==> src/rtl/pc_sequencer_pkg.sv <==
// Opcode encodings shared by the PC sequencer and its users.
// Values 6 and 7 are unassigned and decode as hold.
package pc_defs;

  typedef enum logic [2:0] {
    PC_HOLD   = 3'd0,
    PC_INC    = 3'd1,
    PC_JUMP   = 3'd2,
    PC_BRANCH = 3'd3,
    PC_CALL   = 3'd4,
    PC_RET    = 3'd5
  } pc_op_t;

endpackage

==> src/rtl/pc_sequencer_if.sv <==
// Fetch-stage control bus: the master issues ops, the sequencer (slave) returns pc and RAS status.
interface pc_sequencer_if #(
  parameter int ADDR_W = 16
);
  logic              stall;
  logic [2:0]        op;
  logic [ADDR_W-1:0] new_adr;
  logic [ADDR_W-1:0] imm;
  logic [ADDR_W-1:0] pc;
  logic              ras_empty;
  logic              ras_full;
  logic              ras_fault;

  modport master (
    output stall, op, new_adr, imm,
    input  pc, ras_empty, ras_full, ras_fault
  );

  modport slave (
    input  stall, op, new_adr, imm,
    output pc, ras_empty, ras_full, ras_fault
  );
endinterface

==> src/rtl/pc_sequencer_ras_stack.sv <==
// Return-address stack: LIFO array plus occupancy count. Pushes are ignored when full,
// pops when empty; array contents are never reset, only the count.
module ras_stack #(
  parameter int DEPTH = 4,
  parameter int W     = 16
) (
  input  logic         clk,
  input  logic         reset,
  input  logic         push,
  input  logic         pop,
  input  logic [W-1:0] din,
  output logic [W-1:0] dout,
  output logic         empty,
  output logic         full
);
  localparam int IDX_W = $clog2(DEPTH);
  localparam int CNT_W = IDX_W + 1;

  logic [CNT_W-1:0] count_reg;
  logic [W-1:0]     mem [DEPTH];
  logic [IDX_W-1:0] wr_idx;
  logic [IDX_W-1:0] top_idx;

  // When full the low count bits wrap to 0, so top_idx still lands on the last entry.
  assign wr_idx  = count_reg[IDX_W-1:0];
  assign top_idx = wr_idx - IDX_W'(1);
  assign empty   = (count_reg == '0);
  assign full    = (count_reg == CNT_W'(DEPTH));
  assign dout    = mem[top_idx];

  always_ff @(posedge clk or posedge reset) begin
    if (reset) begin
      count_reg <= '0;
    end else if (push && !full) begin
      count_reg <= count_reg + CNT_W'(1);
    end else if (pop && !empty) begin
      count_reg <= count_reg - CNT_W'(1);
    end
  end

  always_ff @(posedge clk) begin
    if (push && !full) begin
      mem[wr_idx] <= din;
    end
  end
endmodule

==> src/rtl/pc_sequencer.sv <==
// Program-counter sequencer: inc / jump / relative branch / call-return with a RAS.
// Optional build macro PC_TRAP_EN redirects pc to TRAP_VEC on any RAS fault.
module pc_sequencer
  import pc_defs::*;
#(
  parameter int              ADDR_W    = 16,
  parameter int              RAS_DEPTH = 4,
  parameter logic [ADDR_W-1:0] RESET_VEC = 16'h0000,
  parameter logic [ADDR_W-1:0] TRAP_VEC  = 16'h00F0
) (
  input logic             clk,
  input logic             reset,
  pc_sequencer_if.slave   bus
);
`ifdef PC_TRAP_EN
  localparam bit TRAP_EN = 1'b1;
`else
  localparam bit TRAP_EN = 1'b0;
`endif

  logic [ADDR_W-1:0] pc_reg, pc_next, pc_inc, ras_dout;
  logic              fault_reg, fault_next;
  logic              push, pop, ras_empty, ras_full;

  assign pc_inc = pc_reg + ADDR_W'(1);

  always_comb begin
    pc_next    = pc_reg;
    fault_next = 1'b0;
    push       = 1'b0;
    pop        = 1'b0;
    if (!bus.stall) begin
      case (bus.op)
        PC_INC:    pc_next = pc_inc;
        PC_JUMP:   pc_next = bus.new_adr;
        PC_BRANCH: pc_next = pc_reg + bus.imm;
        PC_CALL: begin
          // The jump is taken even if the return address cannot be saved.
          pc_next = bus.new_adr;
          if (ras_full) fault_next = 1'b1;
          else          push       = 1'b1;
        end
        PC_RET: begin
          if (ras_empty) begin
            pc_next    = pc_inc;
            fault_next = 1'b1;
          end else begin
            pc_next = ras_dout;
            pop     = 1'b1;
          end
        end
        default: pc_next = pc_reg;
      endcase
      if (TRAP_EN && fault_next) pc_next = TRAP_VEC;
    end
  end

  always_ff @(posedge clk or posedge reset) begin
    if (reset) begin
      pc_reg    <= RESET_VEC;
      fault_reg <= 1'b0;
    end else begin
      pc_reg    <= pc_next;
      fault_reg <= fault_next;
    end
  end

  ras_stack #(
    .DEPTH (RAS_DEPTH),
    .W     (ADDR_W)
  ) u_ras (
    .clk   (clk),
    .reset (reset),
    .push  (push),
    .pop   (pop),
    .din   (pc_inc),
    .dout  (ras_dout),
    .empty (ras_empty),
    .full  (ras_full)
  );

  assign bus.pc        = pc_reg;
  assign bus.ras_empty = ras_empty;
  assign bus.ras_full  = ras_full;
  assign bus.ras_fault = fault_reg;
endmodule

==> src/flat_wrapper.sv <==
// flat-port wrapper written by rule: the top's interface ports become plain ports
module pc_sequencer_flat import pc_defs::*;
#(
  parameter int              ADDR_W    = 16,
  parameter int              RAS_DEPTH = 4,
  parameter logic [ADDR_W-1:0] RESET_VEC = 16'h0000,
  parameter logic [ADDR_W-1:0] TRAP_VEC  = 16'h00F0
)
  (clk, reset, bus_stall, bus_op, bus_new_adr, bus_imm, bus_pc, bus_ras_empty, bus_ras_full, bus_ras_fault);
  pc_sequencer_if #(.ADDR_W(ADDR_W)) bus_i ();
  input logic clk;
  input logic reset;
  input wire logic [$bits(bus_i.stall)-1:0] bus_stall;
  input wire logic [$bits(bus_i.op)-1:0] bus_op;
  input wire logic [$bits(bus_i.new_adr)-1:0] bus_new_adr;
  input wire logic [$bits(bus_i.imm)-1:0] bus_imm;
  output wire logic [$bits(bus_i.pc)-1:0] bus_pc;
  output wire logic [$bits(bus_i.ras_empty)-1:0] bus_ras_empty;
  output wire logic [$bits(bus_i.ras_full)-1:0] bus_ras_full;
  output wire logic [$bits(bus_i.ras_fault)-1:0] bus_ras_fault;
  assign bus_i.stall = bus_stall;
  assign bus_i.op = bus_op;
  assign bus_i.new_adr = bus_new_adr;
  assign bus_i.imm = bus_imm;
  assign bus_pc = bus_i.pc;
  assign bus_ras_empty = bus_i.ras_empty;
  assign bus_ras_full = bus_i.ras_full;
  assign bus_ras_fault = bus_i.ras_fault;
  pc_sequencer #(.ADDR_W(ADDR_W), .RAS_DEPTH(RAS_DEPTH), .RESET_VEC(RESET_VEC), .TRAP_VEC(TRAP_VEC)) u_core (.clk(clk), .reset(reset), .bus(bus_i));
endmodule
==> config.mk <==
export PLATFORM = sky130hd
export DESIGN_NAME = pc_sequencer_flat
export DESIGN_NICKNAME = d
export VERILOG_FILES = /design/src/rtl/pc_sequencer_pkg.sv /design/src/rtl/pc_sequencer_if.sv /design/src/rtl/pc_sequencer_ras_stack.sv /design/src/rtl/pc_sequencer.sv /design/src/flat_wrapper.sv
export SDC_FILE = /design/constraint.sdc
export NUM_CORES = 1
export LEC_CHECK = 0
export BUFFER_PORTS_ARGS = -buffer_cell sky130_fd_sc_hd__buf_2
export CORE_ASPECT_RATIO = 1.5
export CORE_UTILIZATION = 45
export DETAILED_ROUTE_END_ITERATION = 8
export GPL_ROUTABILITY_DRIVEN = 0
export GPL_TIMING_DRIVEN = 1
export PLACE_DENSITY = 0.76
export SETUP_SLACK_MARGIN = 0.1
export SLEW_MARGIN = 20
export SYNTH_ARGS = -nofsm -noshare
export SYNTH_HDL_FRONTEND = slang
export SYNTH_HIERARCHICAL = 1
export SYNTH_SLANG_ARGS = --single-unit
==> constraint.sdc <==
create_clock -name clk -period 3.6 [get_ports clk]
set_input_delay 0.36 -clock clk [delete_from_list [all_inputs] [get_ports clk]]
set_output_delay 0.36 -clock clk [all_outputs]
set_load 0.005 [all_outputs]
---- After elaboration in Yosys (flattened, before gate mapping) ----
Memories as Yosys holds them, arrays and structs flattened.
Index checks and enable logic that the tools add are counted.
storage, ports and cells
  latch bits .............................. 0
  memories ................................ 1
  bits in registers ....................... 20
  ROM bits ................................ 0
  memory bits (writable) .................. 64
  logic and storage cells ................. 41
  output and inout bits ................... 19
  input bits .............................. 38
memory list
  name              words  width  rd ports  clocked after memory_dff  write ports  RTL line                      text
  u_core.u_ras.mem  4      16     1         0                         1            pc_sequencer_ras_stack.sv:20  logic [W-1:0] mem [DEPTH];
cells by class
  eq/ne operators ......................... 6
  magnitude comparators ................... 0
  bitwise logic cells ..................... 1
  divide/modulo/power cells ............... 0
  multipliers ............................. 0
  add/subtract/negate cells ............... 5
  shift-type cells ........................ 0
  reductions and logical operators ........ 9
  mux-type cells .......................... 16
operator list
  cell                     number
  $pmux W16 S4             1
  $add A16 B1 Y16 const B  1
  $add A16 B16 Y16         1
  $mux W16                 1
  $mux W1                  11
  $eq A3 B3 Y1 const B     3
  $eq A3 B2 Y1 const B     2
  $mux W3                  2
  $reduce_bool A4 Y1       1
  $add A3 B1 Y3 const B    1
  $eq A3 B1 Y1 const B     1
  $logic_not A3 Y1         1
  $sub A3 B1 Y3 const B    1
  $logic_and A1 B1 Y1      2
  $logic_not A1 Y1         2
  $pmux W1 S2              1
  $reduce_and A2 Y1        1
  $reduce_bool A2 Y1       1
  $reduce_or A2 Y1         1
  $sub A2 B1 Y2 const B    1
  $not A1 Y1               1

---- Depth between registers and ports, before layout ----
Gate-level depths: netlist of the first run.
  depth in word-level cells ............... 7
  depth in mapped cells ................... 13

---- Modules after synthesis ----
Netlist of the first run, hierarchy kept.
by module, submodules not included
  module        times used  area each (µm²)  cells an instance  seq. area each (µm²)
  ras_stack     1           2683.8           125                1996.9
  pc_sequencer  1           2304.7           279                425.4

---- Worst setup path after synthesis of the first run ----
Ideal clock, no wire load.
  kind .................................... register to register
  start point ............................. register u_core.u_ras.count_reg[0]
  end point ............................... memory u_core.u_ras.mem[0][0] (enable)
  data required time ...................... 3.226 ns
  period minus slack after synthesis ...... 2.649 ns
  slack ................................... 0.951 ns
  library setup time ...................... 0.374 ns
  buffers on the path ..................... 3
  data arrival time ....................... 2.276 ns
  cell stages (with the launch flop) ...... 10
  cell sequence ........................... dfrtp_1 > buf_6 > buf_12 > inv_1 > ha_1 > nand2_1 > inv_1 > nor4_1 > clkbuf_1 > and3_1
between the ends
  cells in the longest elaborated chain, start to end .. 7
ends and longest elaborated chain
  what                           RTL line                      text
  start: declaration             pc_sequencer_ras_stack.sv:19  logic [CNT_W-1:0] count_reg;
  start signal: assignment       pc_sequencer_ras_stack.sv:35  count_reg <= count_reg + CNT_W'(1);
  start signal: assignment       pc_sequencer_ras_stack.sv:37  count_reg <= count_reg - CNT_W'(1);
  $eq A3 B3 Y1                   pc_sequencer_ras_stack.sv:28  assign full = (count_reg == CNT_W'(DEPTH));
  named net bus_ras_full         flat_wrapper.sv:19            output wire logic [$bits(bus_i.ras_full)-1:0] bus_ras_full;
  $mux W1                        pc_sequencer.sv:40            if (ras_full) fault_next = 1'b1;
  $mux W1                        pc_sequencer.sv:33            case (bus.op)
  $mux W1                        pc_sequencer.sv:32            if (!bus.stall) begin
  named net u_core.push          pc_sequencer.sv:23            logic push, pop, ras_empty, ras_full;
  $logic_and A1 B1 Y1            pc_sequencer_ras_stack.sv:42  if (push && !full) begin
  $mux W1                        pc_sequencer_ras_stack.sv:42
  $mux W1 (implied by the code)  pc_sequencer_ras_stack.sv:43  mem[wr_idx] <= din;
  end: declaration               pc_sequencer_ras_stack.sv:20
The timed path passes the listed nets, and every way through them passes these cells.

---- Worst setup path in the final report of the first run ----
  start point ............................. register u_core.u_ras.count_reg[1]
  end point ............................... register u_core.u_ras.count_reg[2]
between the ends
  cells in the longest elaborated chain, start to end .. 6
ends and longest elaborated chain
  what                                                  RTL line                      text
  $eq A3 B3 Y1 (*)                                      pc_sequencer_ras_stack.sv:28
  $mux W1 (*)                                           pc_sequencer.sv:40
  $mux W1 (*)                                           pc_sequencer.sv:33
  $mux W1 (*)                                           pc_sequencer.sv:32
  named net u_core.push                                 pc_sequencer.sv:23
  $logic_and A1 B1 Y1 (*)                               pc_sequencer_ras_stack.sv:34  end else if (push && !full) begin
  $mux W3 / $reduce_bool A2 Y1 (equally long branches)  --
Mark *: on every way through the listed nets, which the timed path passes. The rest lies on a longest branch. The select of a mux whose other input is x is not followed.
A chain may end at the register's enable or synchronous reset.

==> summary.txt, run 1 <==
Clocking
  – Clock tree from TritonCTS: yes
  – Count of H-tree levels built during CTS: 3
  – Buffer levels on the longest clock path: 2
  – Clock transition at the registers of the reported paths: 60 ps
  – Clock buffer count from CTS: 9
  – Clock Latency Late Sink: 340 ps
  – Clock Tree Root: sky130_fd_sc_hd__clkbuf_16
  – # Post-CTS Setup Buffers: 0
  – Clock sink count: 84

Pwr
  – Sequential share of power: 36.4%
  – Internal power component: 2.46 mW
  – Share of power burned in the clock network: 21.4%
  – Switching Share: 38.0%
  – Combinational fraction of design power: 42.3%
  – Net switching power: 1.51 mW
  – Ratio of total power to cell area: 705 nW/um2
  – Peak supply drop: 0.239 mV
  – Static leakage: 2.15 nW

Final layout
  – Finished layout cell area: 5630 um2
  – Number of nets in the final layout: 517
  – Area of the multi-input gates: 2380 um2
  – Fraction of final layout cells with drive strength greater than 1: 23.6%
  – Most used cells in the layout excluding fill and tap cells: 64 x sky130_fd_sc_hd__edfxtp_1, 56 x sky130_fd_sc_hd__buf_2, 28 x sky130_fd_sc_hd__nand2_1, 28 x sky130_fd_sc_hd__nor2_1, 21 x sky130_fd_sc_hd__ha_1
  – Fill cell count: 908
  – Number of antenna cells inserted: 0
  – Syn-to-layout area delta: 12.8%
  – Largest register FFs: 64
  – Area occupied by registers: 2420 um2
  – Leading cell type in the layout, fill and taps excluded: sky130_fd_sc_hd__edfxtp_1

Synthesis
  – Post-synth EDFFs: 64
  – Cell types occupying the most area after synthesis: sky130_fd_sc_hd__edfxtp_1 39%, sky130_fd_sc_hd__dfrtp_1 10%, sky130_fd_sc_hd__ha_1 5.3%, sky130_fd_sc_hd__mux4_2 4.1%, sky130_fd_sc_hd__mux4_1 3.7%
  – Number of distinct standard cells referenced by the synthesized netlist: 74
  – Synthesized flop and latch total: 84
  – Synthesized netlist net count: 464
  – Synth top area share: 38.5%
  – Synthesized area: 4990 um2
  – Post-synthesis cell type with the largest combined area: sky130_fd_sc_hd__edfxtp_1
  – Synth Area per Inst: 12.3 um2
  – Syn. warnings: 6
  – Share of synthesized registers carrying an async set or reset: 23.8%
  – Cells after synthesis: 404
  – Fraction of the yosys area taken by sequential cells: 48.6%
  – Main synth FF type: sky130_fd_sc_hd__edfxtp_1

Setup path
  – Startpoint of the most critical setup path: u_core/u_ras/count_reg[1]$_DFFE_PP0P_
  – Minimum setup slack among reg-to-reg paths: 680 ps
  – Data required time of the worst path: 3830 ps
  – Ordered list of cells on the worst path: inv_1 -> ha_1 -> nand2_1 -> inv_1 -> nor4_1 -> buf_4 -> a21bo_2 -> xnor2_1 -> ha_1 -> nor3b_1 -> o31ai_1 -> a211oi_1
  – Maximum single-stage delay on the critical path: 450 ps
  – Worst Setup Path Type: flop to flop
  – Critical path arrival: 3150 ps
  – Worst reg2reg startpoint: u_core/u_ras/count_reg[1]$_DFFE_PP0P_
  – Crit end category: flop
  – Sort of element at the start of the critical path: flop
  – Slowest stage cell on the critical path: sky130_fd_sc_hd__dfrtp_1
  – Reg2reg path depth: 12
  – Worst r2r dst: u_core/u_ras/count_reg[2]$_DFFE_PP0P_
  – Setup crit end: u_core/u_ras/count_reg[2]$_DFFE_PP0P_
  – Biggest fanout along the worst timing path: 12

Floorplan
  – Die span in x: 88.0 um
  – Die Y-Extent: 131 um
  – Standard cell core area: 10700 um2
  – Number of placed I/O pins: 57
  – Number of rows in the core area: 46
  – Initial core utilization: 46.6%
  – Die ar.: 11500 um2

STA
  – Least-Margin Pin Slew: 1020 ps
  – Relative slew margins: 31.3%
  – Final count of negative-setup-slack endpoints: 0
  – Final slew viol count: 0
  – Clock Skew: 7.91 ps
  – Post-route fraction of the period consumed by the critical path: 81.0%
  – Worst hold margin: 282 ps
  – Timing-limited maximum frequency: 343 MHz
  – Setup TNS Final: 0 ps
  – Unrepaired setup endpoints after global routing: no
  – Total count of hold-check failures in the final report: 0
  – Final min period: 2920 ps

Global route
  – Global route overflow: 0
  – Via count of the first global-routing pass: 3672
  – Wire length of the first global-routing pass: 18300 um
  – Total routing usage reported by global routing: 21.3%
  – Largest net degree at the start of global routing: 20
  – Number of antenna violations at the first check in global routing: 0

Route
  – Total wire length after detailed routing: 11800 um
  – Drt initial violations: 239
  – Routed vias/inst: 6.27
  – Detailed-route wire length per cell: 19.4 um
  – Post-route DRC: 0
  – Number of vias after detailed routing: 3797
  – DRT antenna net count: 0
  – Number of detailed-routing iterations run before antenna repair: 5

Placed design
  – Post-detail-place hpwl: 8630 um
  – Area after detailed placement: 5340 um2
  – Buffers on Ports: 56

Flow run
  – Max-cap violation count: 0

Hold path
  – Worst min-delay path category: primary input to flop

Status
  – Status: finished clean
## what timing repair did
action / 4_1_cts / 5_1_grt
gates resized for setup: 0 / 0
hold buffers: 1 / 0
hold endpoints to repair: 3 / 0
## how the worst min path moves through the flow
| stage | endpoint | slack [ps] | depth (start not counted) | startpoint |
|---|---|---|---|---|
| 3_3_place_gp | u_core/u_ras/count_reg[2]$_DFFE_PP0P_ | 250 | 2 | reset |
| 6_report | u_core/bus.pc[1]$_DFFE_PP0P_ | 280 | 3 | bus_new_adr[1] |
| 2_1_floorplan | u_core/u_ras/count_reg[0]$_DFFE_PP0P_ | 110 | 1 | reset |
| 4_1_cts | u_core/bus.pc[1]$_DFFE_PP0P_ | 280 | 3 | bus_new_adr[1] |
| 3_5_place_dp | u_core/u_ras/count_reg[2]$_DFFE_PP0P_ | 260 | 2 | reset |
| 5_1_grt | u_core/bus.pc[1]$_DFFE_PP0P_ | 290 | 3 | bus_new_adr[1] |
## worst max-delay path, delay by kind of cell, from the launching register on
family / cells / cell delay, ps
buf+inv: 3 / 420
xor+xnor: 1 / 130
flops: 1 / 450
simple gates: 3 / 690
fa+ha+maj: 2 / 500
compound gates: 3 / 600
## synth_stat cells (all sizes together), types with 3 or more instances
master,number
nand2,28
nor4,3
a221oi,8
nor2b,5
edfxtp,64
dfrtp,20
mux4,16
o211ai,4
o21ai,23
ha,21
a21o,7
nand3,8
a22oi,4
o21a,5
and3,10
buf,16
nor3,4
a31oi,6
nand2b,4
nor2,29
xnor2,17
a221o,4
a211oi,9
o22ai,4
inv,14
xor2,12
nor3b,5
a21oi,20
nand4,5
## power by group through the flow
stage / clock [mW] / combinational [mW] / sequential (mW)
after floorplan: 0 / 1.29 / 1.40
final: 0.848 / 1.68 / 1.44
after global placement: 0 / 1.59 / 1.45
after global routing: 0.895 / 1.83 / 1.46
after CTS: 0.862 / 1.66 / 1.44
after detailed placement: 0 / 1.65 / 1.46
## layer usage
layer  global-route usage [%]  share of wire (%)
met5                        0                  0
met4                     11.1                3.8
met3                     3.96                4.9
met2                     37.9                 53
met1                     24.0                 38
## cells by family (layout without fill, tap and decap cells)
| family | after synthesis | count (layout) | share of synthesized area [%] |
|---|---|---|---|
| flip-flops | 84 | 84 | 48.6 |
| XOR/XNOR | 29 | 29 | 5.92 |
| buffers and inverters | 32 | 90 | 3.66 |
| adder cells (fa/ha/maj) | 22 | 22 | 5.67 |
| AO/OA/AOI/OAI | 113 | 113 | 16.3 |
| multiplexers | 17 | 17 | 7.95 |
| AND/OR/NAND/NOR | 107 | 107 | 12.0 |
## final cells by class
cell class | instances | area share, %
Sequential cell | 84 | 43.0
Multi-Input combinational cell | 288 | 42.4
Timing Repair Buffer | 60 | 5.56
Clock buffer | 9 | 4.00
Tap cell | 144 | 3.20
Inverter | 14 | 0.934
Clock inverter | 7 | 0.912
## through the flow
stage / setup WS (ps) / cells / util, % / power [mW]
6_report: 684 / 606 / 52.6 / 3.97
5_1_grt: 455 / 606 / 52.6 / 4.19
4_1_cts: 751 / 606 / 52.6 / 3.96
3_5_place_dp: 749 / 589 / 49.9 / 3.11
3_3_place_gp: 1050 / 589 / 49.9 / 3.04
2_1_floorplan: 951 / 404 / - / 2.69
(Power assumes the default switching activity.)
==> run 2: changes to the inputs <==
ABC_AREA = 1   (was default)
PLACE_DENSITY = 0.78   (was 0.76)
clock period = 2.51 ns   (was 3.6 ns; I/O delays follow)
==> run 2 against run 1 <==
Compared with the run above:
- final area grew 6.9%
- sequential power rose by 37%
- global-route usage grew 3.7 points
- wire length grew 18%
- clock-buffer cell count grew 1
- hold slack worse by 130 ps
- die area is 3.3% higher
- highest routed layer unchanged
- combinational power rose by 71%
- setup slack lost 440 ps
- flip-flop and latch count did not move
- largest power group unchanged
==> summary.txt, run 2 <==
Synthesis
  – Synth top area share: 37.3%
  – Synthesized netlist net count: 703
  – Most repeated cell in the gate-level netlist after synthesis: sky130_fd_sc_hd__nand2_1
  – Syn. warnings: 6
  – Post-synth EDFFs: 64
  – Number of distinct standard cells referenced by the synthesized netlist: 34
  – Post-synthesis cell type with the largest combined area: sky130_fd_sc_hd__edfxtp_1
  – Synth Area per Inst: 8.02 um2
  – Cell types occupying the most area after synthesis: sky130_fd_sc_hd__edfxtp_1 37%, sky130_fd_sc_hd__nand2_1 13%, sky130_fd_sc_hd__dfrtp_1 9.7%, sky130_fd_sc_hd__inv_1 6.6%, sky130_fd_sc_hd__ha_1 5.1%
  – Fraction of the yosys area taken by sequential cells: 47.0%
  – Main synth FF type: sky130_fd_sc_hd__edfxtp_1
  – Synthesized area: 5150 um2
  – Synthesized flop and latch total: 84
  – Commonest cells post-synth: 173 x sky130_fd_sc_hd__nand2_1, 90 x sky130_fd_sc_hd__inv_1, 64 x sky130_fd_sc_hd__edfxtp_1
  – Share of synthesized registers carrying an async set or reset: 23.8%
  – Cells after synthesis: 643

Final layout
  – Syn-to-layout area delta: 16.8%
  – Finished layout cell area: 6020 um2
  – Number of nets in the final layout: 774
  – Leading cell type in the layout, fill and taps excluded: sky130_fd_sc_hd__nand2_1
  – Number of antenna cells inserted: 0
  – Largest register FFs: 64
  – Fraction of final layout cells with drive strength greater than 1: 16.2%
  – Most used cells in the layout excluding fill and tap cells: 172 x sky130_fd_sc_hd__nand2_1, 90 x sky130_fd_sc_hd__inv_1, 64 x sky130_fd_sc_hd__edfxtp_1

Global route
  – GRT busiest layer: met2
  – Number of antenna violations at the first check in global routing: 0
  – Largest net degree at the start of global routing: 37
  – Global routing usage on met1: 28.8%
  – Global-route track usage on met3: 2.99%
  – Total routing usage reported by global routing: 25.0%
  – Via count of the first global-routing pass: 4722
  – Global Route met2 Usage: 44.3%
  – Global route overflow: 0
  – Wire length of the first global-routing pass: 22300 um

Setup path
  – Biggest fanout along the worst timing path: 6
  – Minimum setup slack among reg-to-reg paths: 250 ps
  – Worst Setup Path Type: flop to flop
  – Crit end category: flop
  – Critical path arrival: 2530 ps
  – Data required time of the worst path: 2780 ps
  – Sort of element at the start of the critical path: flop

Route
  – Drt initial violations: 282
  – Number of detailed-routing iterations run before antenna repair: 5
  – Post-route DRC: 0
  – DRT antenna net count: 0
  – Total wire length after detailed routing: 13800 um
  – Number of vias after detailed routing: 4680
  – Routed vias/inst: 5.41
  – Detailed-route wire length per cell: 16.0 um

Floorplan
  – Number of rows in the core area: 47
  – Standard cell core area: 11100 um2
  – Initial core utilization: 46.4%
  – Number of placed I/O pins: 57
  – Die ar.: 11900 um2
  – Die Y-Extent: 133 um
  – Die span in x: 89.4 um

STA
  – Final min period: 2260 ps
  – Clock Skew: 9.30 ps
  – Relative slew margins: 46.2%
  – Setup TNS Final: 0 ps
  – Unrepaired setup endpoints after global routing: yes
  – Final slew viol count: 0
  – Timing-limited maximum frequency: 442 MHz
  – Final count of negative-setup-slack endpoints: 0
  – Post-route fraction of the period consumed by the critical path: 90.1%
  – Total count of hold-check failures in the final report: 0
  – Least-Margin Pin Slew: 805 ps

Clocking
  – Clock Tree Root: sky130_fd_sc_hd__clkbuf_16
  – Buffer levels on the longest clock path: 2
  – Clock buffer count from CTS: 9
  – Clock sink count: 84
  – Clock transition at the registers of the reported paths: 60 ps
  – Clock Latency Late Sink: 340 ps
  – Count of H-tree levels built during CTS: 3
  – Clock tree from TritonCTS: yes

Placed design
  – Area after detailed placement: 5640 um2
  – Post-detail-place hpwl: 10200 um
  – Buffers on Ports: 56

Pwr
  – Peak supply drop: 0.498 mV
  – Static leakage: 2.80 nW
  – Ratio of total power to cell area: 1040 nW/um2

Flow run
  – Max-cap violation count: 0

Status
  – Status: finished clean

Hold path
  – Worst min-delay path category: primary input to flop
## run 2: changes by cell type after synthesis, sizes merged, moves of 8 or more
cell	before	now
a211oi	9	0
xnor2	17	0
o21ai	23	44
nor2	29	66
nand3	8	43
nand2	28	180
mux4	16	0
and3	10	2
a221oi	8	0
inv	14	95
o22ai	4	16
## run 2: repair_timing
item	in CTS	in global routing
setup endpoints to repair	1	5
endpoints found under the hold margin	3	0
buffers inserted	0	5
pin swaps	0	2
hold buffers	1	0
resized for setup	1	2
## run 2: cell families (layout without fill, tap and decap cells)
kind of cell	Yosys count	in the layout	share of synthesized area, %
AND/OR/NAND/NOR	324	324	27.1
adder cells (fa/ha/maj)	22	22	5.49
AO/OA/AOI/OAI	97	97	10.6
XOR/XNOR	7	7	1.19
flip-flops	84	84	47.0
buffers and inverters	109	184	8.62
## run 2: layer usage
metal | part of all wire, % | vias to the layer above | wire length [um]
met5 | 0 | - | 0
met4 | 3.7 | 0 | 512
met3 | 5.6 | 38 | 779
met2 | 53 | 180 | 7290
met1 | 38 | 2198 | 5270
li1 | - | 2264 | -
## run 2: cell type report
| type | count | area (um2) |
|---|---|---|
| Clock buffer | 10 | 239 |
| Clock inverter | 5 | 76.3 |
| Fill cell | 1002 | 5100 |
| Inverter | 95 | 357 |
| Multi-Input combinational cell | 450 | 2320 |
| Sequential cell | 84 | 2420 |
| Tap cell | 147 | 184 |
| Timing Repair Buffer | 74 | 418 |
## run 2: stage by stage
| stage | instances | setup WS (ps) | power, mW | utilization, % | hold slack (ps) |
|---|---|---|---|---|---|
| final | 865 | 247 | 6.23 | 54.1 | 153 |
| after global routing | 865 | 36.5 | 6.67 | 54.1 | 152 |
| after CTS | 860 | 107 | 6.20 | 53.8 | 142 |
| after detailed placement | 844 | 39.1 | 4.78 | 50.8 | 146 |
| after global placement | 844 | 276 | 4.66 | 50.8 | 137 |
| after floorplan | 643 | 83.2 | 3.97 | - | 4.64 |
## run 2: worst paths after layout
check	from	to	cells past startpoint
hold / removal	bus_stall	u_core/bus.ras_fault$_DFF_PP0_	2
min in group asynchronous	reset	u_core/u_ras/count_reg[1]$_DFFE_PP0P_	3
setup / recovery	u_core/u_ras/count_reg[1]$_DFFE_PP0P_	u_core/u_ras/count_reg[2]$_DFFE_PP0P_	13
max in group asynchronous	reset	u_core/bus.pc[12]$_DFFE_PP0P_	3
hold reg to reg	u_core/u_ras/count_reg[2]$_DFFE_PP0P_	u_core/u_ras/count_reg[2]$_DFFE_PP0P_	2
setup reg to reg	u_core/u_ras/count_reg[1]$_DFFE_PP0P_	u_core/u_ras/count_reg[2]$_DFFE_PP0P_	13
## run 2: report_power, final
part / total [mW] / internal (mW) / switching (mW)
Clock: 1.40 / 0.887 / 0.508
Sequential: 1.97 / 1.79 / 0.185
Combinational: 2.87 / 0.975 / 1.89
Total: 6.23 / 3.65 / 2.59
## run 2: worst max-delay path, cell delays in order, from the launching register on
cell and delay (ps):
sky130_fd_sc_hd__dfrtp_2 400, sky130_fd_sc_hd__inv_1 100, sky130_fd_sc_hd__ha_1 210, sky130_fd_sc_hd__nand2_1 130, sky130_fd_sc_hd__inv_1 100, sky130_fd_sc_hd__nor4_4 220, sky130_fd_sc_hd__nand2_2 170, sky130_fd_sc_hd__xor2_1 180
sky130_fd_sc_hd__ha_1 220, sky130_fd_sc_hd__nor2_1 140, sky130_fd_sc_hd__nand2_1 90, sky130_fd_sc_hd__o21ai_1 120, sky130_fd_sc_hd__nand2_1 70, sky130_fd_sc_hd__nand2_1 60
